[config.mk]
export PLATFORM = sky130hd
export DESIGN_NAME = trap_ctrl_flat
export DESIGN_NICKNAME = d
export VERILOG_FILES = /design/src/rtl/trap_ctrl_if.sv /design/src/rtl/trap_ctrl.sv /design/src/flat_wrapper.sv
export SDC_FILE = /design/constraint.sdc
export NUM_CORES = 1
export LEC_CHECK = 0
export ABC_CLOCK_PERIOD_IN_PS = 2850
export CORE_ASPECT_RATIO = 0.75
export CORE_MARGIN = 4
export CORE_UTILIZATION = 40
export CTS_CLUSTER_DIAMETER = 60
export DETAILED_ROUTE_END_ITERATION = 7
export GPL_TIMING_DRIVEN = 0
export HOLD_SLACK_MARGIN = 0.08
export PLACE_DENSITY = 0.77
export SETUP_SLACK_MARGIN = 0.1
export SYNTH_ARGS = -nofsm -noshare
export SYNTH_HDL_FRONTEND = slang
export SYNTH_SLANG_ARGS = --single-unit
export TNS_END_PERCENT = 10
[constraint.sdc]
create_clock -name CLK -period 2.85 [get_ports CLK]
set_clock_uncertainty 0.05 [all_clocks]
set_input_delay 0.285 -clock CLK [delete_from_list [all_inputs] [get_ports CLK]]
set_output_delay 0.285 -clock CLK [all_outputs]
set_load 0.01 [all_outputs]
[src/rtl/trap_ctrl_if.sv]
// -----------------------------------------------------------------------------
// trap_ctrl_if
//   CSR-file access port used by the trap/return sequencer.
//
//   Signals
//     csr_addr    12     CSR address presented to the CSR file
//     csr_r_data  MXLEN  combinational read data for csr_addr
//     csr_we      1      CSR write strobe
//     csr_w_data  MXLEN  CSR write data
//
//   Modports
//     master : the sequencer (drives address / write strobe / write data)
//     slave  : the CSR file  (returns read data)
// -----------------------------------------------------------------------------
`ifndef MXLEN
`define MXLEN 32
`endif

interface trap_ctrl_if;
  logic [11:0]         csr_addr;
  logic [`MXLEN-1:0]   csr_r_data;
  logic                csr_we;
  logic [`MXLEN-1:0]   csr_w_data;

  modport master (
    output csr_addr,
    output csr_we,
    output csr_w_data,
    input  csr_r_data
  );

  modport slave (
    input  csr_addr,
    input  csr_we,
    input  csr_w_data,
    output csr_r_data
  );
endinterface

[src/rtl/trap_ctrl.sv]
// -----------------------------------------------------------------------------
// trap_ctrl
//   Trap and return sequencer for the single-issue core. Detects exceptions,
//   interrupts and MRET on the instruction in execute, stalls the core while
//   it walks through the required CSR updates over the CSR file's single
//   read/write port, then strobes the PC unit's exception or mret input with
//   the matching target on pc_target.
//
//   Optional feature macro: TRAP_VECTORED_EN
//     defined   : mtvec mode 01 vectors interrupts to base + 4*cause code
//     undefined : target is always the mtvec base, mode bits ignored
//
//   Ports
//     CLK, RST            clock (rising edge), synchronous active-high reset
//     pc_val              PC of the instruction in execute
//     instr_valid         execute holds a valid instruction
//     exc_*               exception flags (decode / PC unit / LSU)
//     exc_tval            faulting address or instruction word
//     mret_req            execute holds MRET
//     irq_ext/sw/timer    pending interrupts, already masked by mie
//     mstatus_mie         global interrupt enable
//     csr                 CSR-file port (trap_ctrl_if.master)
//     pc_target           to PC unit mtvec_or_mepc
//     exception, mret     PC unit load strobes
//     stall               suppresses PC advance and architectural writes
// -----------------------------------------------------------------------------
`ifndef MXLEN
`define MXLEN 32
`endif

module trap_ctrl (
  input  logic                CLK,
  input  logic                RST,

  input  logic [`MXLEN-1:0]   pc_val,
  input  logic                instr_valid,

  input  logic                exc_i_misaligned,
  input  logic                exc_illegal,
  input  logic                exc_ebreak,
  input  logic                exc_ecall,
  input  logic                exc_ld_misaligned,
  input  logic                exc_st_misaligned,
  input  logic [`MXLEN-1:0]   exc_tval,

  input  logic                mret_req,

  input  logic                irq_ext,
  input  logic                irq_sw,
  input  logic                irq_timer,
  input  logic                mstatus_mie,

  trap_ctrl_if.master         csr,

  output logic [`MXLEN-1:0]   pc_target,
  output logic                exception,
  output logic                mret,
  output logic                stall
);

  localparam int unsigned XLEN = `MXLEN;

  localparam logic [11:0] CSR_MSTATUS = 12'h300;
  localparam logic [11:0] CSR_MTVEC   = 12'h305;
  localparam logic [11:0] CSR_MEPC    = 12'h341;
  localparam logic [11:0] CSR_MCAUSE  = 12'h342;
  localparam logic [11:0] CSR_MTVAL   = 12'h343;

  typedef enum logic [2:0] {
    IDLE,
    W_MEPC,
    W_CAUSE,
    W_TVAL,
    W_MSTAT,
    T_REDIR,
    M_MSTAT,
    M_REDIR
  } state_e;

  state_e            state_q, state_d;

  logic [XLEN-1:0]   epc_q;
  logic [XLEN-1:0]   cause_q;
  logic [XLEN-1:0]   tval_q;

  logic [11:0]       csr_addr_q;
  logic              csr_we_q;
  logic              exception_q;
  logic              mret_q;

  // ---------------------------------------------------------------------------
  // Event detection (only meaningful in IDLE)
  // ---------------------------------------------------------------------------
  logic              exc_any;
  logic              irq_any;
  logic              ev_window;
  logic              take_exc;
  logic              take_mret;
  logic              take_irq;
  logic              take_trap;

  logic [XLEN-1:0]   ev_epc;
  logic [XLEN-1:0]   ev_cause;
  logic [XLEN-1:0]   ev_tval;

  always_comb begin
    exc_any   = exc_i_misaligned | exc_illegal | exc_ebreak | exc_ecall |
                exc_ld_misaligned | exc_st_misaligned;
    irq_any   = mstatus_mie & (irq_ext | irq_sw | irq_timer);
    ev_window = (state_q == IDLE) & instr_valid;

    // Priority: exceptions, then MRET, then interrupts.
    take_exc  = ev_window & exc_any;
    take_mret = ev_window & ~exc_any & mret_req;
    take_irq  = ev_window & ~exc_any & ~mret_req & irq_any;
    take_trap = take_exc | take_irq;
  end

  always_comb begin
    ev_epc   = pc_val;
    ev_cause = '0;
    ev_tval  = '0;
    if (exc_i_misaligned) begin
      ev_cause = XLEN'(0);
      ev_tval  = exc_tval;
    end else if (exc_illegal) begin
      ev_cause = XLEN'(2);
      ev_tval  = exc_tval;
    end else if (exc_ebreak) begin
      ev_cause = XLEN'(3);
    end else if (exc_ecall) begin
      ev_cause = XLEN'(11);
    end else if (exc_ld_misaligned) begin
      ev_cause = XLEN'(4);
      ev_tval  = exc_tval;
    end else if (exc_st_misaligned) begin
      ev_cause = XLEN'(6);
      ev_tval  = exc_tval;
    end else begin
      // Interrupt: the instruction in execute has not run, and the PC unit
      // adds 4 on return, so pre-bias epc by -4.
      ev_epc = pc_val - XLEN'(4);
      if (irq_ext) begin
        ev_cause = XLEN'(11);
      end else if (irq_sw) begin
        ev_cause = XLEN'(3);
      end else begin
        ev_cause = XLEN'(7);
      end
      ev_cause[XLEN-1] = 1'b1;
    end
  end

  // ---------------------------------------------------------------------------
  // Next state
  // ---------------------------------------------------------------------------
  always_comb begin
    state_d = state_q;
    unique case (state_q)
      IDLE: begin
        if (take_trap) begin
          state_d = W_MEPC;
        end else if (take_mret) begin
          state_d = M_MSTAT;
        end
      end
      W_MEPC:  state_d = W_CAUSE;
      W_CAUSE: state_d = W_TVAL;
      W_TVAL:  state_d = W_MSTAT;
      W_MSTAT: state_d = T_REDIR;
      T_REDIR: state_d = IDLE;
      M_MSTAT: state_d = M_REDIR;
      M_REDIR: state_d = IDLE;
      default: state_d = IDLE;
    endcase
  end

  // Strobe decodes of the state being entered; registered together with the
  // state so the address/strobe outputs come straight from flops.
  function automatic logic [11:0] addr_of(input state_e s);
    unique case (s)
      W_MEPC:  addr_of = CSR_MEPC;
      W_CAUSE: addr_of = CSR_MCAUSE;
      W_TVAL:  addr_of = CSR_MTVAL;
      W_MSTAT: addr_of = CSR_MSTATUS;
      T_REDIR: addr_of = CSR_MTVEC;
      M_MSTAT: addr_of = CSR_MSTATUS;
      M_REDIR: addr_of = CSR_MEPC;
      default: addr_of = '0;
    endcase
  endfunction

  function automatic logic we_of(input state_e s);
    we_of = (s == W_MEPC) || (s == W_CAUSE) || (s == W_TVAL) ||
            (s == W_MSTAT) || (s == M_MSTAT);
  endfunction

  // ---------------------------------------------------------------------------
  // State, latched trap info and registered outputs
  // ---------------------------------------------------------------------------
  always_ff @(posedge CLK) begin
    if (RST) begin
      state_q     <= IDLE;
      epc_q       <= '0;
      cause_q     <= '0;
      tval_q      <= '0;
      csr_addr_q  <= '0;
      csr_we_q    <= 1'b0;
      exception_q <= 1'b0;
      mret_q      <= 1'b0;
    end else begin
      state_q     <= state_d;
      csr_addr_q  <= addr_of(state_d);
      csr_we_q    <= we_of(state_d);
      exception_q <= (state_d == T_REDIR);
      mret_q      <= (state_d == M_REDIR);
      if (take_trap) begin
        epc_q   <= ev_epc;
        cause_q <= ev_cause;
        tval_q  <= ev_tval;
      end
    end
  end

  // ---------------------------------------------------------------------------
  // CSR write data and PC target (depend on the combinational CSR read)
  // ---------------------------------------------------------------------------
  logic [XLEN-1:0] mstat_trap;
  logic [XLEN-1:0] mstat_mret;
  logic [XLEN-1:0] mtvec_base;
  logic [XLEN-1:0] trap_target;

  always_comb begin
    mstat_trap        = csr.csr_r_data;
    mstat_trap[7]     = csr.csr_r_data[3];
    mstat_trap[3]     = 1'b0;
    mstat_trap[12:11] = 2'b11;

    mstat_mret        = csr.csr_r_data;
    mstat_mret[3]     = csr.csr_r_data[7];
    mstat_mret[7]     = 1'b1;
  end

  always_comb begin
    mtvec_base  = {csr.csr_r_data[XLEN-1:2], 2'b00};
`ifdef TRAP_VECTORED_EN
    // Vectored only for interrupts in mode 01; modes 10/11 behave as direct.
    if (cause_q[XLEN-1] && (csr.csr_r_data[1:0] == 2'b01)) begin
      trap_target = mtvec_base + {cause_q[XLEN-3:0], 2'b00};
    end else begin
      trap_target = mtvec_base;
    end
`else
    trap_target = mtvec_base;
`endif
  end

  always_comb begin
    csr.csr_w_data = '0;
    unique case (state_q)
      W_MEPC:  csr.csr_w_data = epc_q;
      W_CAUSE: csr.csr_w_data = cause_q;
      W_TVAL:  csr.csr_w_data = tval_q;
      W_MSTAT: csr.csr_w_data = mstat_trap;
      M_MSTAT: csr.csr_w_data = mstat_mret;
      default: csr.csr_w_data = '0;
    endcase
  end

  always_comb begin
    csr.csr_addr = csr_addr_q;
    csr.csr_we   = csr_we_q;
    exception    = exception_q;
    mret         = mret_q;

    pc_target = '0;
    if (exception_q) begin
      pc_target = trap_target;
    end else if (mret_q) begin
      pc_target = csr.csr_r_data;
    end

    // Combinational so the trapping/returning instruction commits nothing.
    stall = (state_q != IDLE) | take_trap | take_mret;
  end

endmodule

[src/flat_wrapper.sv]
// flat-port wrapper written by rule: the top's interface ports become plain ports
module trap_ctrl_flat 
  (CLK, RST, pc_val, instr_valid, exc_i_misaligned, exc_illegal, exc_ebreak, exc_ecall, exc_ld_misaligned, exc_st_misaligned, exc_tval, mret_req, irq_ext, irq_sw, irq_timer, mstatus_mie, pc_target, exception, mret, stall, csr_csr_addr, csr_csr_we, csr_csr_w_data, csr_csr_r_data);
  trap_ctrl_if csr_i ();
  input  logic CLK;
  input  logic RST;
  input  logic [`MXLEN-1:0] pc_val;
  input  logic instr_valid;
  input  logic exc_i_misaligned;
  input  logic exc_illegal;
  input  logic exc_ebreak;
  input  logic exc_ecall;
  input  logic exc_ld_misaligned;
  input  logic exc_st_misaligned;
  input  logic [`MXLEN-1:0] exc_tval;
  input  logic mret_req;
  input  logic irq_ext;
  input  logic irq_sw;
  input  logic irq_timer;
  input  logic mstatus_mie;
  output logic [`MXLEN-1:0] pc_target;
  output logic exception;
  output logic mret;
  output logic stall;
  output wire logic [$bits(csr_i.csr_addr)-1:0] csr_csr_addr;
  output wire logic [$bits(csr_i.csr_we)-1:0] csr_csr_we;
  output wire logic [$bits(csr_i.csr_w_data)-1:0] csr_csr_w_data;
  input wire logic [$bits(csr_i.csr_r_data)-1:0] csr_csr_r_data;
  assign csr_csr_addr = csr_i.csr_addr;
  assign csr_csr_we = csr_i.csr_we;
  assign csr_csr_w_data = csr_i.csr_w_data;
  assign csr_i.csr_r_data = csr_csr_r_data;
  trap_ctrl u_core (.CLK(CLK), .RST(RST), .pc_val(pc_val), .instr_valid(instr_valid), .exc_i_misaligned(exc_i_misaligned), .exc_illegal(exc_illegal), .exc_ebreak(exc_ebreak), .exc_ecall(exc_ecall), .exc_ld_misaligned(exc_ld_misaligned), .exc_st_misaligned(exc_st_misaligned), .exc_tval(exc_tval), .mret_req(mret_req), .irq_ext(irq_ext), .irq_sw(irq_sw), .irq_timer(irq_timer), .mstatus_mie(mstatus_mie), .csr(csr_i), .pc_target(pc_target), .exception(exception), .mret(mret), .stall(stall));
endmodule
==> results.ini, run 1 <==
[routing]
firstDrtPassIters = 5
totalWireLength_um = 17020
vias = 4951
drc_errors = 0
avgViaCountPerCell = 5.550
postRouteAntennaNets = 0
wl_per_cell_um = 19.08
initialDrtViolationCount = 445

[sta]
setup_viol = 0
tightestPinTransition_ps = 830.9
rsz0062_at_grt = true
fmax_ghz = 0.3614
tns_ps = 0
post-route-min-period_ps = 2767
setup_ws_ps = 83.15
slew_viol_final = 0
period_share_pct = 97.08
hold_viol = 0
max-slew-margin-rel_pct = 44.15

[worst_setup_path]
required_ps = 2520
crit_start = exc_illegal
cp-start-kind = input pin
cp_max_fo = 7
worstSetupEndpointType = primary output
endpoint = stall
cp.arrival_ps = 2430
worstPathCellList = clkdlybuf4s50_1, or4_4, nor3_4, nand3_4, nand3_1, clkdlybuf4s50_1
r2r_start = u_core.state_q[1]
slowest_stage = or4_4
crit_buf_inv = 2
cp.depth = 6
crit_top_cell = clkdlybuf4s50_1
r2r-end = u_core.epc_q[15]
worst-setup-path-type = input pin to primary output
r2r_cells = 9
cpPeakStageDelay_ps = 570
cp_top_family = simple AND/OR/NAND/NOR gates
ff2ff_setup_slack_ps = 280

[clock_network]
h-tree-depth = 3
cts_hold_buf = 0
clock-sinks = 80
cts-root-buf = clkbuf_16
path_clk_slew_ps = 60
cts_buffers = 9
clk_latency_ps = 330
cts_tree = built
clk_path_buf_depth = 2

[yosys]
ys.flop_type = dfxtp_1
synth_top_family_by_area = simple AND/OR/NAND/NOR gates
yosysTopAreaCell = dfxtp_1
synth_area_um2 = 4357
yosysUniqueCellTypes = 48
synth_mux_area_share_pct = 7.352
syn_avg_cell_area_um2 = 7.878
yosysSeqAreaShare_pct = 36.76
ys_warn_count = 0
synth.area.top_cells = dfxtp_1 (37%), mux2i_1 (7.4%), nor2_1 (7.3%), a22oi_1 (5.5%), nor2b_1 (4.5%)
synth_xor_area_share_pct = 5.026
yosys_register_bits = 80
synth_edf_count = 0
syn_inst = 553
synth-simple-area-share_pct = 24.70
synth_compound_area_share_pct = 20.16
async_flop_share_pct = 0
synth_adder_area_share_pct = 0.2872
synth_top_area_share_pct = 36.76
synth_common_cells = nor2_1 (85), dfxtp_1 (80), nand2_1 (44)
synth.most_common_cell = nor2_1

[power_and_ir_drop]
p_leak_nw = 2.353
power.density_nw_per_um2 = 520.4
peakVddDrop_mv = 0.3251
power_w = 0.003528

[final_layout]
synthToLayoutAreaGrowth_pct = 55.60
nNetsFinal = 864
fillerInstances = 881
num_antenna_cells = 0
layout-drive-gt1-share_pct = 6.481
final_util_pct = 64.87
final_area_um2 = 6779

[flow_run]
drv_cap = 0

[floorplan]
die_x_um = 128.5
core_area_um2 = 10450
dieArea_um2 = 12640
rows = 32
ios = 190
die_y_um = 98.38
initial_utilization_pct = 41.69

[status]
status = finished, final reports clean

[placement]
dp_hpwl_um = 13490
place.gp.congestion = 0.9739
place_ws_ps = -667.3
placed_area_um2 = 6367
io_buffers = 182

[grt]
grt_util_all_layers_pct = 25.64
grt_pass1_wl_um = 25600
overflow = 0
antenna_found_initial = 0
grt_max_degree = 13
grt_pass1_vias = 4753

[worst_hold_path]
hp-class = register to register
worstHoldStart = u_core.epc_q[3]

state kept, by name, summed over array words and instances (netlist names):
signal and cells:
u_core.epc_q 32, u_core.csr.csr_addr 5, u_core.csr.csr_we 1, u_core.cause_q 5, u_core.mret 1, u_core.state_q 3
u_core.tval_q 32, u_core.exception 1
area by class of cell:
type                    instances  area, um^2  area share [%]
multi-input cells             420        2592           38.24
repair buffers                184        1842           27.17
flip-flops and latches         80        1602           23.63
plain buffers                  52       241.5           3.562
clock buffers                  10       239.0           3.525
well taps                     136       170.2           2.510
clock inverters                 4       70.07           1.034
inverters                       6       22.52          0.3322
worst min-delay path by stage:
stage	endpoint	slack [ps]	cells after the start
final	u_core.epc_q[3]	420	2
after global routing	u_core.epc_q[3]	450	2
after CTS	u_core.epc_q[30]	420	3
after detailed placement	u_core.cause_q[2]	410	2
after global placement	u_core.epc_q[1]	400	2
after floorplan	u_core.epc_q[0]	370	2
timing repair:
action                                 in CTS  in global routing
pin swaps                                   3                  1
endpoints found under the hold margin       0                  0
setup endpoints to repair                  33                 62
setup buffers                               2                  0
cloned                                      0                  0
gates resized for setup                    19                 21
cell usage in the layout (no fill, tap or decap), drive strengths merged, types with 3 or more instances in the layout:
cell type and n:
a311oi 3, buf 15, nor2 85, dfxtp 80, nand4 6, or3 4, xor2 14, a22oi 32
mux2i 32, clkbuf 49, nand3 6, inv 6, or2 3, a21oi 19, nor4 7, o22ai 3
nor3 18, clkdlybuf4s50 180, o21ai 36, a211oi 25, xnor2 11, nand2 44, nor2b 31, or4 8
conb 6
worst min-delay path: stages (launching register included):
cell     delay, ps
dfxtp_1        320
nand2_1         60
a21oi_1         50
metal layers:
layer / vias to the layer above / GRT usage [%] / part of all wire (%)
li1: 2343 / - / -
met2: 258 / 40.34 / 45
met1: 2331 / 35.71 / 44
met4: 0 / 5.569 / 0.85
met3: 19 / 6.288 / 10
met5: - / 0 / 0
power by group:
part	leakage (nW)	internal (W)	switching (W)
logic	1.54	0.000466	0.000522
registers	0.657	0.00124	0.0000823
clock network	0.154	0.000778	0.000438
total	2.35	0.00249	0.00104
through the flow:
step | cells | hold slack, ps
floorplan | 558 | 371.0
global route | 892 | 445.3
finish | 892 | 420.4
CTS | 892 | 416.9
global placement | 876 | 399.6
detailed placement | 876 | 409.2
cell families (layout without fill, tap and decap cells):
family | after synthesis | count (layout)
AOI/OAI and AO/OA | 134 | 134
xor gates and xnor gates | 25 | 25
adders and majority gates | 1 | 1
buffers and inverters | 58 | 256
DFF | 80 | 80
muxes | 32 | 32
other | 1 | 6
and+or+nand+nor | 222 | 222
Note: power is estimated with default switching activity, not from simulation.
==> run 2: changes to the inputs <==
Settings changed: ABC_AREA from default to 1, GPL_ROUTABILITY_DRIVEN from default to 0, PLACE_DENSITY 0.77 to 0.75.
==> run 2 against run 1 <==
  * Critical path depth did not move
  * Count of clock-buffer cells in the layout rose by 1
  * Via count rose by 14%
  * Register-to-register slack improved by 520 ps
  * Global-route usage fell by 0.53 points
  * Utilization fell by 3.2 points
  * Cell count rose by 26%
  * Die area rose by 8.8%
  * Cell area rose by 5.6%
  * Power fell by 0.38%
  * Maximum frequency rose by 1.8%
  * Sequential power barely moved
  * Critical path type is now register to primary output
  * Largest cell class unchanged
  * Largest power group unchanged
==> results.ini, run 2 <==
[status]
status = finished, final reports clean

[floorplan]
rows = 34  ; +6.3%
core_area_um2 = 11610  ; +11%
die_y_um = 102.6  ; +4.3%
ios = 190  ; unchanged
initial_utilization_pct = 41.08  ; -0.61 points
dieArea_um2 = 13760  ; +8.8%
die_x_um = 134.1  ; +4.4%

[worst_setup_path]
worstPathCellList = inv_1, nor3_4, clkbuf_2, a22oi_1, o211ai_1, clkdlybuf4s50_1
cp_top_family = buffers and inverters
r2r_cells = 8  ; -1
worstSetupEndpointType = primary output
cp.arrival_ps = 2380  ; -50 ps
worst-setup-path-type = register to primary output
ff2ff_setup_slack_ps = 800  ; +520 ps
r2r-end = u_core.epc_q[18]
cp_max_fo = 10  ; +3
crit_buf_inv = 3  ; +1
required_ps = 2520  ; about the same
slowest_stage = clkdlybuf4s50_1
cpPeakStageDelay_ps = 580  ; about the same
cp-start-kind = register
r2r_start = u_core.state_q[0]

[yosys]
synth_common_cells = nand2_1 (150), inv_1 (121), nor2_1 (118)
synth.area.top_cells = dfxtp_1 (34%), nand2_1 (12%), inv_1 (9.5%), nor2_1 (9.3%), a21oi_1 (6.3%)
syn_avg_cell_area_um2 = 6.277  ; -20%
synth_edf_count = 0  ; unchanged
synth_mux_area_share_pct = 0  ; -7.4 points
ys_warn_count = 0  ; unchanged
synth.most_common_cell = nand2_1
yosysSeqAreaShare_pct = 33.57  ; -3.2 points
ys.flop_type = dfxtp_1
async_flop_share_pct = 0  ; unchanged
synth_compound_area_share_pct = 20.04  ; -0.12 points
synth_top_family_by_area = simple AND/OR/NAND/NOR gates
synth_area_um2 = 4771  ; +9.5%
yosys_register_bits = 80  ; unchanged
synth_xor_area_share_pct = 1.469  ; -3.6 points
yosysTopAreaCell = dfxtp_1
synth_top_area_share_pct = 33.57  ; -3.2 points
syn_inst = 760  ; +37%
synth_adder_area_share_pct = 0.2623  ; -0.025 points
yosysUniqueCellTypes = 34  ; -29%
synth-simple-area-share_pct = 29.48  ; +4.8 points

[clock_network]
cts_tree = built
clk_latency_ps = 340  ; about the same
h-tree-depth = 3  ; unchanged
clk_path_buf_depth = 2  ; unchanged
clock-sinks = 80  ; unchanged
cts-root-buf = clkbuf_16
path_clk_slew_ps = 60  ; about the same
cts_buffers = 9  ; unchanged

[sta]
tightestPinTransition_ps = 777.3  ; -53.63 ps
period_share_pct = 95.37  ; -1.7 points
fmax_ghz = 0.3679  ; +1.8%
setup_viol = 0  ; unchanged
rsz0062_at_grt = true
hold_viol = 0  ; unchanged
slew_viol_final = 0  ; unchanged
post-route-min-period_ps = 2718  ; -48.87 ps
tns_ps = 0  ; unchanged
max-slew-margin-rel_pct = 48.18  ; +4.0 points

[power_and_ir_drop]
power.density_nw_per_um2 = 490.9  ; -5.7%
p_leak_nw = 3.018  ; +28%
peakVddDrop_mv = 0.3546  ; +9.1%

[routing]
drc_errors = 0  ; unchanged
wl_per_cell_um = 15.82  ; -17%
initialDrtViolationCount = 414  ; -7.0%
totalWireLength_um = 17810  ; +4.7%
avgViaCountPerCell = 5.020  ; -9.6%
vias = 5652  ; +14%
postRouteAntennaNets = 0  ; unchanged
firstDrtPassIters = 6  ; +1

[final_layout]
num_antenna_cells = 0  ; unchanged
nNetsFinal = 1070  ; +24%
final_cell_mix = clkdlybuf4s50_1 (182), nand2_1 (150), inv_1 (120), nor2_1 (117), dfxtp_1 (80)
layout-drive-gt1-share_pct = 6.535  ; +0.054 points
fillerInstances = 1125  ; +28%
final_common_cell = clkdlybuf4s50_1
final_area_um2 = 7159  ; +5.6%
multi_input_area_um2 = 2481  ; -4.3%
top_regs = u_core.epc_q x32, u_core.tval_q x32
regArea_um2 = 1602  ; unchanged
synthToLayoutAreaGrowth_pct = 50.07

[grt]
top_usage_layer = met2
gr-usage-met1_pct = 33.80  ; -1.9 points
grt_max_degree = 14  ; +1
grt_pass1_wl_um = 26790  ; +4.7%
gr-usage-met3_pct = 6.829  ; +0.54 points
antenna_found_initial = 0  ; unchanged
overflow = 0  ; unchanged
grt.met2_usage_pct = 40.09  ; -0.25 points
grt_util_all_layers_pct = 25.11  ; -0.53 points
grt_pass1_vias = 5214  ; +9.7%

[flow_run]
drv_cap = 0  ; unchanged

[worst_hold_path]
hold_path_end = u_core.cause_q[0]
worstHoldStart = RST
hp-class = input pin to register
whs_path_depth = 2  ; unchanged

[placement]
placed_area_um2 = 6814  ; +7.0%
dp_hpwl_um = 14280  ; +5.8%
io_buffers = 182  ; unchanged

-- run 2: cell type report --
| class | count | share of cell area (%) |
|---|---|---|
| sequential | 80 | 22.37 |
| tap | 162 | 2.831 |
| multi-input combinational | 518 | 34.66 |
| clock inverter | 5 | 0.7690 |
| clock buffer | 11 | 3.530 |
| timing repair buffer | 184 | 25.66 |
| inverter | 124 | 6.501 |
| buffer | 42 | 3.688 |
-- run 2: per-stage QoR --
stage	total power (W)	worst slack, ps	util [%]	hold WS (ps)	std cells
floorplan	0.001843	1187	-	372.9	765
global placement	0.002322	-37.88	58.67	401.0	1109
detailed placement	0.002330	-58.16	58.67	403.6	1109
CTS	0.003518	80.45	61.57	224.6	1127
global route	0.003672	35.62	61.65	259.0	1126
finish	0.003514	132.0	61.65	235.9	1126
-- run 2: worst max-delay path by stage --
stage / cells past startpoint / start / slack, ps / to
2_1_floorplan: 5 / u_core.state_q[2] / 1190 / csr_csr_w_data[5]
3_3_place_gp: 11 / exc_ebreak / -40 / stall
3_5_place_dp: 11 / exc_ebreak / -60 / stall
4_1_cts: 6 / u_core.state_q[0] / 80 / csr_csr_w_data[15]
5_1_grt: 6 / u_core.state_q[0] / 40 / csr_csr_w_data[29]
6_report: 6 / u_core.state_q[0] / 130 / csr_csr_w_data[0]
-- run 2: repair_timing --
| item | CTS | global route |
|---|---|---|
| hold buffers | 0 | 0 |
| buffers inserted | 2 | 0 |
| resized for setup | 8 | 11 |
| endpoints found under the setup margin | 33 | 32 |
| pin swaps | 1 | 0 |
| hold endpoints to repair | 0 | 0 |
-- run 2: cell families after synthesis --
| kind of cell | after synthesis |
|---|---|
| AND/OR/NAND/NOR | 334 |
| AO/OA/AOI/OAI | 169 |
| buffers and inverters | 167 |
| flip-flops | 80 |
| XOR/XNOR | 8 |
| adder cells (fa/ha/maj) | 1 |
| other | 1 |
-- run 2: power by group --
group | switching [W] | internal (W) | leakage [nW]
clock | 0.000460 | 0.000722 | 0.148
combinational | 0.000536 | 0.000461 | 2.21
sequential | 0.0000835 | 0.00125 | 0.658
-- run 2: per-layer routing --
layer | routed length (um) | share of wire [%]
met5 | 0 | 0
met4 | 323 | 1.8
met3 | 1822 | 10
met2 | 7708 | 43
met1 | 7956 | 45
==> run 3: changes to the inputs <==
Settings changed: TNS_END_PERCENT 10 to default.
==> run 3 against run 2 <==
  * Utilization about the same
  * Maximum frequency increased by 0.14%
  * Die area unchanged
  * Largest power group unchanged
  * Cell area about the same
  * Setup slack improved by 3.8 ps
  * First-iteration DRC count increased by 9.4%
  * Register-to-register slack improved by 30 ps
  * Count of clock-buffer cells in the layout unchanged
  * Cell count about the same
==> results.ini, run 3 (synthesis results as in run 2) <==
[status]
status = finished, final reports clean

[clock_network]
path_clk_slew_ps = 60  ; about the same
cts-root-buf = clkbuf_16
cts_buffers = 9  ; unchanged
cts_hold_buf = 0  ; unchanged
clk_path_buf_depth = 2  ; unchanged
cts_tree = built
clk_latency_ps = 350  ; about the same
clock-sinks = 80  ; unchanged
h-tree-depth = 3  ; unchanged

[routing]
avgViaCountPerCell = 4.994  ; -0.51%
initialDrtViolationCount = 453  ; +9.4%
totalWireLength_um = 17810  ; about the same
top_layer = met4
wl_met1_um = 8099  ; +1.8%
wl_per_cell_um = 15.80  ; -0.11%
dr_wl_met3_um = 1700  ; -6.7%
drc_errors = 0  ; unchanged
vias = 5628  ; -0.42%
postRouteAntennaNets = 0  ; unchanged
firstDrtPassIters = 5  ; -1
wl_met2_um = 7695  ; -0.17%

[final_layout]
final_cell_mix = clkdlybuf4s50_1 (182), nand2_1 (150), inv_1 (120), nor2_1 (117), dfxtp_1 (79)
num_antenna_cells = 0  ; unchanged
top_regs = u_core.epc_q x32, u_core.tval_q x32
nNetsFinal = 1071  ; +0.093%
layout-drive-gt1-share_pct = 6.736  ; +0.20 points
final_area_um2 = 7163  ; about the same
final_common_cell = clkdlybuf4s50_1
synthToLayoutAreaGrowth_pct = 50.14  ; about the same

[sta]
max-slew-margin-rel_pct = 48.44  ; +0.26 points
period_share_pct = 95.24  ; -0.13 points
tns_ps = 0  ; unchanged
post-route-min-period_ps = 2714  ; -3.753 ps
whs_ps = 226.6  ; -9.332 ps
setup_viol = 0  ; unchanged
tightestPinTransition_ps = 773.3  ; -3.933 ps
setup_ws_ps = 135.8  ; +3.753 ps
fmax_ghz = 0.3684  ; +0.14%
rsz0062_at_grt = true
hold_viol = 0  ; unchanged
slew_viol_final = 0  ; unchanged

[placement]
dp_hpwl_um = 14280  ; unchanged
place_ws_ps = -58.16  ; unchanged
io_buffers = 182  ; unchanged
placed_area_um2 = 6814  ; unchanged

[grt]
grt_pass1_vias = 5201  ; -0.25%
grt_util_all_layers_pct = 25.01  ; -0.10 points
grt_max_degree = 19  ; +5
grt_pass1_wl_um = 26720  ; -0.28%
antenna_found_initial = 0  ; unchanged
overflow = 0  ; unchanged

[power_and_ir_drop]
power.density_nw_per_um2 = 490.9  ; about the same
power_w = 0.003516  ; about the same
p_leak_nw = 3.024  ; +0.22%
peakVddDrop_mv = 0.3595  ; +1.4%

[floorplan]
dieArea_um2 = 13760  ; unchanged
die_y_um = 102.6  ; unchanged
die_x_um = 134.1  ; unchanged
initial_utilization_pct = 41.08  ; unchanged
ios = 190  ; unchanged
core_area_um2 = 11610  ; unchanged
rows = 34  ; unchanged

[worst_setup_path]
worst-setup-path-type = register to primary output
cp.arrival_ps = 2380  ; about the same
worstSetupEndpointType = primary output
required_ps = 2520  ; about the same
cp_max_fo = 10  ; unchanged
cp-start-kind = register

[worst_hold_path]
hp-class = input pin to register

[flow_run]
drv_cap = 0  ; unchanged

## run 3: final timing paths
path / to / slack, ps / cells after the start / startpoint
min reg2reg: u_core.tval_q[4] / 410 / 2 / u_core.tval_q[4]
max: csr_csr_w_data[0] / 140 / 6 / u_core.state_q[0]
max reg2reg: u_core.epc_q[18] / 830 / 8 / u_core.state_q[0]
min: u_core.cause_q[0] / 230 / 2 / RST
## run 3: timing repair
item / 4_1_cts / 5_1_grt
buffers inserted: 2 / 1
pin swaps: 1 / 1
resized for setup: 6 / 11
endpoints found under the setup margin: 33 / 27
## run 3: layout make-up
cell class | count | area, um^2
Clock buffer | 11 | 252.7
Clock inverter | 5 | 55.05
Multi-Input combinational cell | 518 | 2481
Tap cell | 162 | 202.7
Fill cell | 1124 | 4451
Inverter | 124 | 465.4
Buffer | 42 | 259.0
Sequential cell | 80 | 1603
Timing Repair Buffer | 185 | 1844
## run 3: stage by stage
stage	cells	util (%)
finish	1127	61.68
global route	1127	61.68
CTS	1126	61.48
detailed placement	1109	58.67
global placement	1109	58.67
floorplan	765	-
## run 3: worst max-delay path: stages (launching register included)
cell and delay, ps:
dfxtp_1 400, inv_1 150, nor3_4 260, clkbuf_2 340
a22oi_1 190, o211ai_1 110, clkdlybuf4s50_1 590
## run 3: power breakdown
part | internal [W] | switching [W]
Clock | 0.000722 | 0.000464
Sequential | 0.00125 | 0.0000834
Combinational | 0.000460 | 0.000534
## run 3: per-layer routing
| metal | global-route usage (%) | vias to the layer above |
|---|---|---|
| met3 | 6.634 | 28 |
| met5 | 0 | - |
| met4 | 7.042 | 0 |
| met2 | 39.93 | 240 |
| met1 | 33.80 | 2546 |
| li1 | - | 2814 |
